$ cat config.mk
export PLATFORM = sky130hd
export DESIGN_NAME = mem_arbiter
export DESIGN_NICKNAME = d
export VERILOG_FILES = /design/src/rtl/mem_arbiter.sv
export SDC_FILE = /design/constraint.sdc
export NUM_CORES = 1
export LEC_CHECK = 0
export ABC_AREA = 1
export BUFFER_PORTS_ARGS = -buffer_cell sky130_fd_sc_hd__buf_4
export CAP_MARGIN = 10
export CORE_AREA = 8 8 94 130
export CTS_BUF_LIST = sky130_fd_sc_hd__clkbuf_4
export DETAILED_ROUTE_END_ITERATION = 10
export DIE_AREA = 0 0 102 138
export GPL_TIMING_DRIVEN = 0
export HOLD_SLACK_MARGIN = 0.03
export PLACE_DENSITY_LB_ADDON = 0.05
export SLEW_MARGIN = 20
export SYNTH_ARGS = -nofsm -noshare
export SYNTH_HDL_FRONTEND = slang
export SYNTH_SLANG_ARGS = --single-unit
$ cat constraint.sdc
create_clock -name CLK -period 2 [get_ports CLK]
set_input_delay 0.1 -clock CLK [delete_from_list [all_inputs] [get_ports CLK]]
set_output_delay 0.1 -clock CLK [all_outputs]
set_load 0.005 [all_outputs]
$ cat src/rtl/mem_arbiter.sv
// mem_arbiter: serialises instruction-fetch and data requests from the
// datapath caches onto a single-ported RAM. Data wins arbitration unless
// it has already taken MAX_DSTREAK grants in a row while a fetch waits.
// A watchdog aborts any access that sees no ramready for TIMEOUT cycles.
module mem_arbiter #(
    parameter int MAX_DSTREAK = 4,
    parameter int TIMEOUT     = 64
) (
    input  logic        CLK,
    input  logic        nRST,
    input  logic        iREN,
    input  logic [31:0] iaddr,
    output logic [31:0] iload,
    output logic        ihit,
    input  logic        dREN,
    input  logic        dWEN,
    input  logic [31:0] daddr,
    input  logic [31:0] dstore,
    output logic [31:0] dload,
    output logic        dhit,
    output logic        ramREN,
    output logic        ramWEN,
    output logic [31:0] ramaddr,
    output logic [31:0] ramstore,
    input  logic [31:0] ramload,
    input  logic        ramready,
    output logic        err
);

    localparam int SW = $clog2(MAX_DSTREAK + 1);
    localparam int WW = (TIMEOUT > 2) ? $clog2(TIMEOUT) : 1;
    localparam logic [SW-1:0] STREAK_MAX = SW'(MAX_DSTREAK);
    localparam logic [WW-1:0] WD_LAST    = WW'(TIMEOUT - 1);

    typedef enum logic [1:0] {IDLE, IFETCH, DACCESS} state_t;

    state_t        state, next_state;
    logic [31:0]   lat_addr;
    logic [31:0]   lat_data;
    logic          lat_wr;
    logic [SW-1:0] dstreak;
    logic [WW-1:0] wdog;
    logic          grant_d, grant_i;
    logic          in_access;

    assign in_access = (state == IFETCH) || (state == DACCESS);

    // Arbitration, RAM strobes and completion/abort decode for the current state.
    always_comb begin
        next_state = state;
        grant_d    = 1'b0;
        grant_i    = 1'b0;
        ramREN     = 1'b0;
        ramWEN     = 1'b0;
        ramaddr    = 32'h0;
        ramstore   = 32'h0;
        ihit       = 1'b0;
        iload      = 32'h0;
        dhit       = 1'b0;
        dload      = 32'h0;
        err        = 1'b0;
        case (state)
            IDLE: begin
                if ((dREN || dWEN) && !(iREN && (dstreak == STREAK_MAX))) begin
                    grant_d    = 1'b1;
                    next_state = DACCESS;
                end else if (iREN) begin
                    grant_i    = 1'b1;
                    next_state = IFETCH;
                end
            end
            IFETCH: begin
                ramREN  = 1'b1;
                ramaddr = lat_addr;
                if (ramready) begin
                    // A flushed fetch still finishes on the bus but reports nothing.
                    ihit       = iREN;
                    iload      = iREN ? ramload : 32'h0;
                    next_state = IDLE;
                end else if (wdog == WD_LAST) begin
                    err        = 1'b1;
                    next_state = IDLE;
                end
            end
            DACCESS: begin
                ramREN   = ~lat_wr;
                ramWEN   = lat_wr;
                ramaddr  = lat_addr;
                ramstore = lat_data;
                if (ramready) begin
                    dhit       = lat_wr ? dWEN : dREN;
                    dload      = (lat_wr ? dWEN : dREN) ? ramload : 32'h0;
                    next_state = IDLE;
                end else if (wdog == WD_LAST) begin
                    err        = 1'b1;
                    next_state = IDLE;
                end
            end
            default: next_state = IDLE;
        endcase
    end

    // State register; asynchronous reset drops every strobe immediately.
    always_ff @(posedge CLK or negedge nRST) begin
        if (!nRST) state <= IDLE;
        else       state <= next_state;
    end

    // Capture address, store data and op at grant; writes win when both ops are requested.
    always_ff @(posedge CLK or negedge nRST) begin
        if (!nRST) begin
            lat_addr <= 32'h0;
            lat_data <= 32'h0;
            lat_wr   <= 1'b0;
        end else if (grant_d) begin
            lat_addr <= daddr;
            lat_data <= dstore;
            lat_wr   <= dWEN;
        end else if (grant_i) begin
            lat_addr <= iaddr;
        end
    end

    // Count back-to-back data completions while a fetch waits, so fetch cannot starve.
    always_ff @(posedge CLK or negedge nRST) begin
        if (!nRST) begin
            dstreak <= '0;
        end else if ((state == IDLE) && !iREN) begin
            dstreak <= '0;
        end else if ((state == IFETCH) && ramready) begin
            dstreak <= '0;
        end else if ((state == DACCESS) && ramready && iREN && (dstreak != STREAK_MAX)) begin
            dstreak <= dstreak + 1'b1;
        end
    end

    // Watchdog: counts access cycles without ramready, restarted at every grant.
    always_ff @(posedge CLK or negedge nRST) begin
        if (!nRST) begin
            wdog <= '0;
        end else if (grant_d || grant_i) begin
            wdog <= '0;
        end else if (in_access && !ramready && (wdog != WD_LAST)) begin
            wdog <= wdog + 1'b1;
        end
    end

endmodule

Word level (Yosys, flattened, before mapping)
Cells that the tools add are included.
Widths: inputs -> output; s select.

word-level totals
  bits in registers = 76
  bits in latches = 0
  memory bits (writable) = 0
  bits in read-only memories = 0
  bits of input ports = 134
  output and inout port bits = 133
  word-level logic and storage cells = 73
  memories = 0

cells by class
  add/sub/neg operators = 2
  $mul = 0
  divide/modulo/power cells = 0
  $lt $le $gt $ge = 0
  equal/unequal tests = 8
  shift-type cells = 0
  muxes and demuxes = 35
  bitwise operators = 1
  reduce and logical (&&, ||, !) cells = 21

operators with widths
  kind                 count
  $mux 32              10
  $mux 1               14
  $mux 6               2
  $logic_and 1x1->1    9
  $mux 3               3
  $mux 2               4
  $add 6x1->6 const B  1
  $eq 6x6->1 const B   1
  $ne 3x3->1 const B   2
  $ne 6x6->1 const B   1
  $pmux 2 s2           1
  $reduce_bool 2->1    2
  $add 3x1->3 const B  1
  $eq 3x3->1 const B   1
  $logic_not 1->1      3
  $logic_or 1x1->1     3
  $ne 3x1->1 const B   1
  $reduce_bool 3->1    1
  $eq 2x1->1 const B   1
  $eq 2x2->1 const B   1
  $logic_not 2->1      1
  $pmux 1 s2           1
  $reduce_and 2->1     1
  $reduce_or 2->1      1
  $not 1->1            1

Depth between registers and ports, before layout
  depth after elaboration = 8
  mapped depth = 11
  depth with buffers taken out = 10

Worst setup path before layout
No wires, ideal clock.

  kind = register to register
  start = register state[0]
  end = register state[1]
  library setup time = 117 ps
  data arrival time = 1353 ps
  data required time = 1883 ps
  setup slack = 530 ps
  stages on the path, launching flop included = 11
  path buffers = 1
  period minus slack after synthesis = 1470 ps
  cells stage by stage = dfrtp_1 inv_1 ha_1 buf_4 inv_2 nor2_1 inv_1 nor2_4 inv_2 nand3_1 nand2_1

between the ends
  cells in the longest elaborated chain, start to end = 4
  elaborated cells between the ends (all ways) = 8
  classes of those cells = eq/ne (4); mux (1); reduce/logical (3)

RTL lines
  what                                      line  RTL
  start: declaration                        37    state_t state, next_state;
  start signal: assignment                  106   else state <= next_state;
  $eq 2x1->1 or $eq 2x2->1 (tied branches)  62    case (state)
  $reduce_or 2->1 (no source line)          n/a
  $ne 3x1->1 (no source line)               n/a
  $reduce_and 2->1 (no source line)         n/a

Several ways; a longest one is shown, not always the timed one.
A chain may end at the register's enable or synchronous reset.

Worst setup path in the final report
  start = register state[1]
  end = output ramaddr[12]

between the ends
  cells in the longest elaborated chain, start to end = 3
  elaborated cells between the ends (all ways) = 4
  classes of those cells = eq/ne (2); mux (1); reduce/logical (1)

RTL lines
  what                                      line  RTL
  $eq 2x1->1 or $eq 2x2->1 (tied branches)  62
  $reduce_or 2->1 (no source line) *        n/a
  $mux 32 *                                 62
  end: declaration                          23    output logic [31:0] ramaddr,

Mark *: on every way between the ends. The rest lies on a longest branch, timed or not.

==> flow_summary.json <==
{
  "status": "finished clean",
  "start_util_pct": 44.3,
  "drtIter0Drc": 206,
  "clk_latency_ns": 0.45,
  "finalCoreUtilization_pct": 77.8,
  "drtAntennaViolNets": 0,
  "seqPwrFrac_pct": 31.1,
  "die_y_um": 138,
  "synth_top_family_by_area": "simple AND/OR/NAND/NOR gates",
  "place_ws_ns": 0.269,
  "portBuffers": 266,
  "crit_path_end_kind": "output port",
  "startpoint_type": "flip-flop",
  "syn_area_um2": 4540,
  "wire_per_inst_um": 15.3,
  "fin_skew_ns": 0.0302,
  "tightest_slew_ns": 0.978,
  "crit_fanout": 10,
  "synth-warning-count": 0,
  "setup_slack_ns": 0.0831,
  "clock-root-buffer": "clkbuf_4",
  "layout_worst_path_cycle_share_pct": 95.8,
  "synthMuxAreaShare_pct": 0,
  "cts_made_buffers": 9,
  "finalMaxSlewViolations": 0,
  "grt_overflow_total": 0,
  "min_from": "iREN",
  "clk_pin_slew_worst_paths_ns": 0.11,
  "irDropWorstVdd_v": 0.000747,
  "grt_pass1_wl_mm": 29.8,
  "drive_gt1_share_pct": 31.6,
  "tritoncts": "done",
  "synth_area_leaders": "dfrtp_1 42%, nand2_1 24%, inv_1 12%",
  "yosysTopAreaCellShare_pct": 41.9,
  "dpl_cell_area_um2": 6710,
  "cts_sinks": 76,
  "yosysTopAreaCell": "dfrtp_1",
  "synth_cells": 695,
  "area_delta_synth_final_pct": 75.5,
  "final_common_cell": "nand2_1",
  "vias_per_cell": 4.73,
  "comb_power_share_pct": 57.3,
  "crit_arrival_ns": 1.82,
  "synth_nets": 835,
  "hold_viol": 0,
  "ys_types": 24,
  "cts_max_path_buffers": 2,
  "antenna_found_initial": 2,
  "timing.final.crit_period_ns": 1.92,
  "vias": 5761,
  "holdWs_ns": 0.0861,
  "synth_xor_area_share_pct": 0.193,
  "syn_area_per_cell_um2": 6.53,
  "p_sw_mw": 3.58,
  "swShare_pct": 42.7,
  "rsz0062_at_grt": "true",
  "grt_max_degree": 77,
  "final_nets": 1214,
  "crit_start": "state[1]",
  "layout_common_cells": "289 x nand2_1, 280 x buf_4, 145 x inv_1",
  "row_count": 44,
  "dr.pass1.iters": 5,
  "setup_viol": 0,
  "synth_compound_area_share_pct": 6.12,
  "synthAdderAreaFrac_pct": 1.65,
  "worst-setup-path-type": "flip-flop to output port",
  "drc": 0,
  "min_path_type": "primary input to flip-flop",
  "synth-seq-cells": 76,
  "grt_pass1_vias": 6043,
  "dieArea_um2": 14100,
  "wl_mm": 18.7,
  "htreeDepth": 3,
  "fmax_ghz": 0.522,
  "die-width_um": 102,
  "ioPinCount": 267,
  "required_ns": 1.90,
  "leakage_nw": 5.04,
  "power_frac_clock_pct": 11.7,
  "slew_headroom_pct": 34.8,
  "internal_power_mw": 4.80,
  "r2r_start": "state[1]",
  "place.gp.congestion": 0.834,
  "maxCapViolations": 0,
  "dp_hpwl_mm": 12.7,
  "seq_area_frac_synth_pct": 41.9,
  "track_usage_pct": 26.3,
  "postLayoutCellArea_um2": 7970,
  "power_density_nw_per_um2": 1050,
  "core_region_area_um2": 10200,
  "synth-simple-area-share_pct": 33.5
}
layout make-up:
class	count	area [um2]
Sequential cell	76	1900
Antenna cell	2	5.00
Inverter	151	567
Multi-Input combinational cell	434	1930
Clock buffer	11	82.6
Fill cell	739	2270
Clock inverter	5	60.1
Timing Repair Buffer	368	3010
Tap cell	138	173
Buffer	34	243
critical path, stage by stage (launching register included):
cell,delay (ns)
dfrtp_1,0.40
inv_1,0.07
ha_1,0.27
buf_4,0.16
clkbuf_4,0.19
nand2_1,0.10
inv_1,0.06
buf_4,0.13
per-stage QoR:
stage	power, mW	std cells	setup TNS (ns)
detailed placement	7.03	1099	0
global placement	6.90	1099	0
floorplan	5.01	695	0
CTS	8.24	1215	-0.168
global route	9.10	1219	-0.00237
finish	8.39	1219	0
power by group through the flow:
stage	combinational, mW	sequential [mW]	clock [mW]
finish	4.80	2.61	0.979
global route	5.35	2.68	1.06
CTS	4.64	2.59	1.01
detailed placement	4.41	2.62	0
global placement	4.31	2.59	0
floorplan	2.48	2.53	0
synth_stat cells:
master and count:
o21bai_1 1, nor2_1 73, and2_1 1, buf_2 15, or2_2 1, inv_2 2, dfrtp_1 76, xor2_1 1
o21ai_1 1, nand3_1 11, nand4_1 5, a21oi_1 2, nor2_4 3, o21ai_0 3, buf_4 9, nand3_2 1
nand2_1 291, inv_1 149, ha_1 6, nand2_2 1, buf_6 1, o211ai_1 32, nand3b_1 1, clkbuf_1 9
logic make-up after synthesis:
| kind of cell | count (synthesis) |
|---|---|
| compound gates | 39 |
| xor+xnor | 1 |
| fa+ha+maj | 6 |
| buf+inv | 185 |
| flops | 76 |
| simple gates | 388 |
registers in the layout, indices dropped and copies added, names as in the netlist:
name	count
lat_addr	32
lat_data	32
wdog	6
dstreak	3
state	2
lat_wr	1
routing by layer:
| metal | share of wire, % | up-vias | wire [um] | GRT usage [%] |
|---|---|---|---|---|
| li1 | - | 2775 | - | - |
| met1 | 36 | 2646 | 6720 | 27.2 |
| met2 | 50 | 268 | 9410 | 45.5 |
| met3 | 8.9 | 72 | 1660 | 7.79 |
| met4 | 4.8 | 0 | 900 | 14.8 |
| met5 | 0 | - | 0 | 0 |
timing repair:
item,CTS,global route
hold buffers,99,0
setup endpoints to repair,121,107
gates cloned,0,1
pin swaps,1,1
setup buffers,1,1
gates resized for setup,20,31
endpoints found under the hold margin,142,0
final timing paths:
path	to	slack (ns)	depth (start not counted)
worst max-delay path	ramaddr[12]	0.08	7
worst min-delay path	dstreak[1]	0.09	3
worst max register to register	state[1]	0.34	11
worst min register to register	lat_addr[24]	0.50	2
max in group asynchronous	wdog[4]	0.98	2
min in group asynchronous	lat_data[5]	0.37	2
No activity file was read; power rests on OpenSTA's default activity.
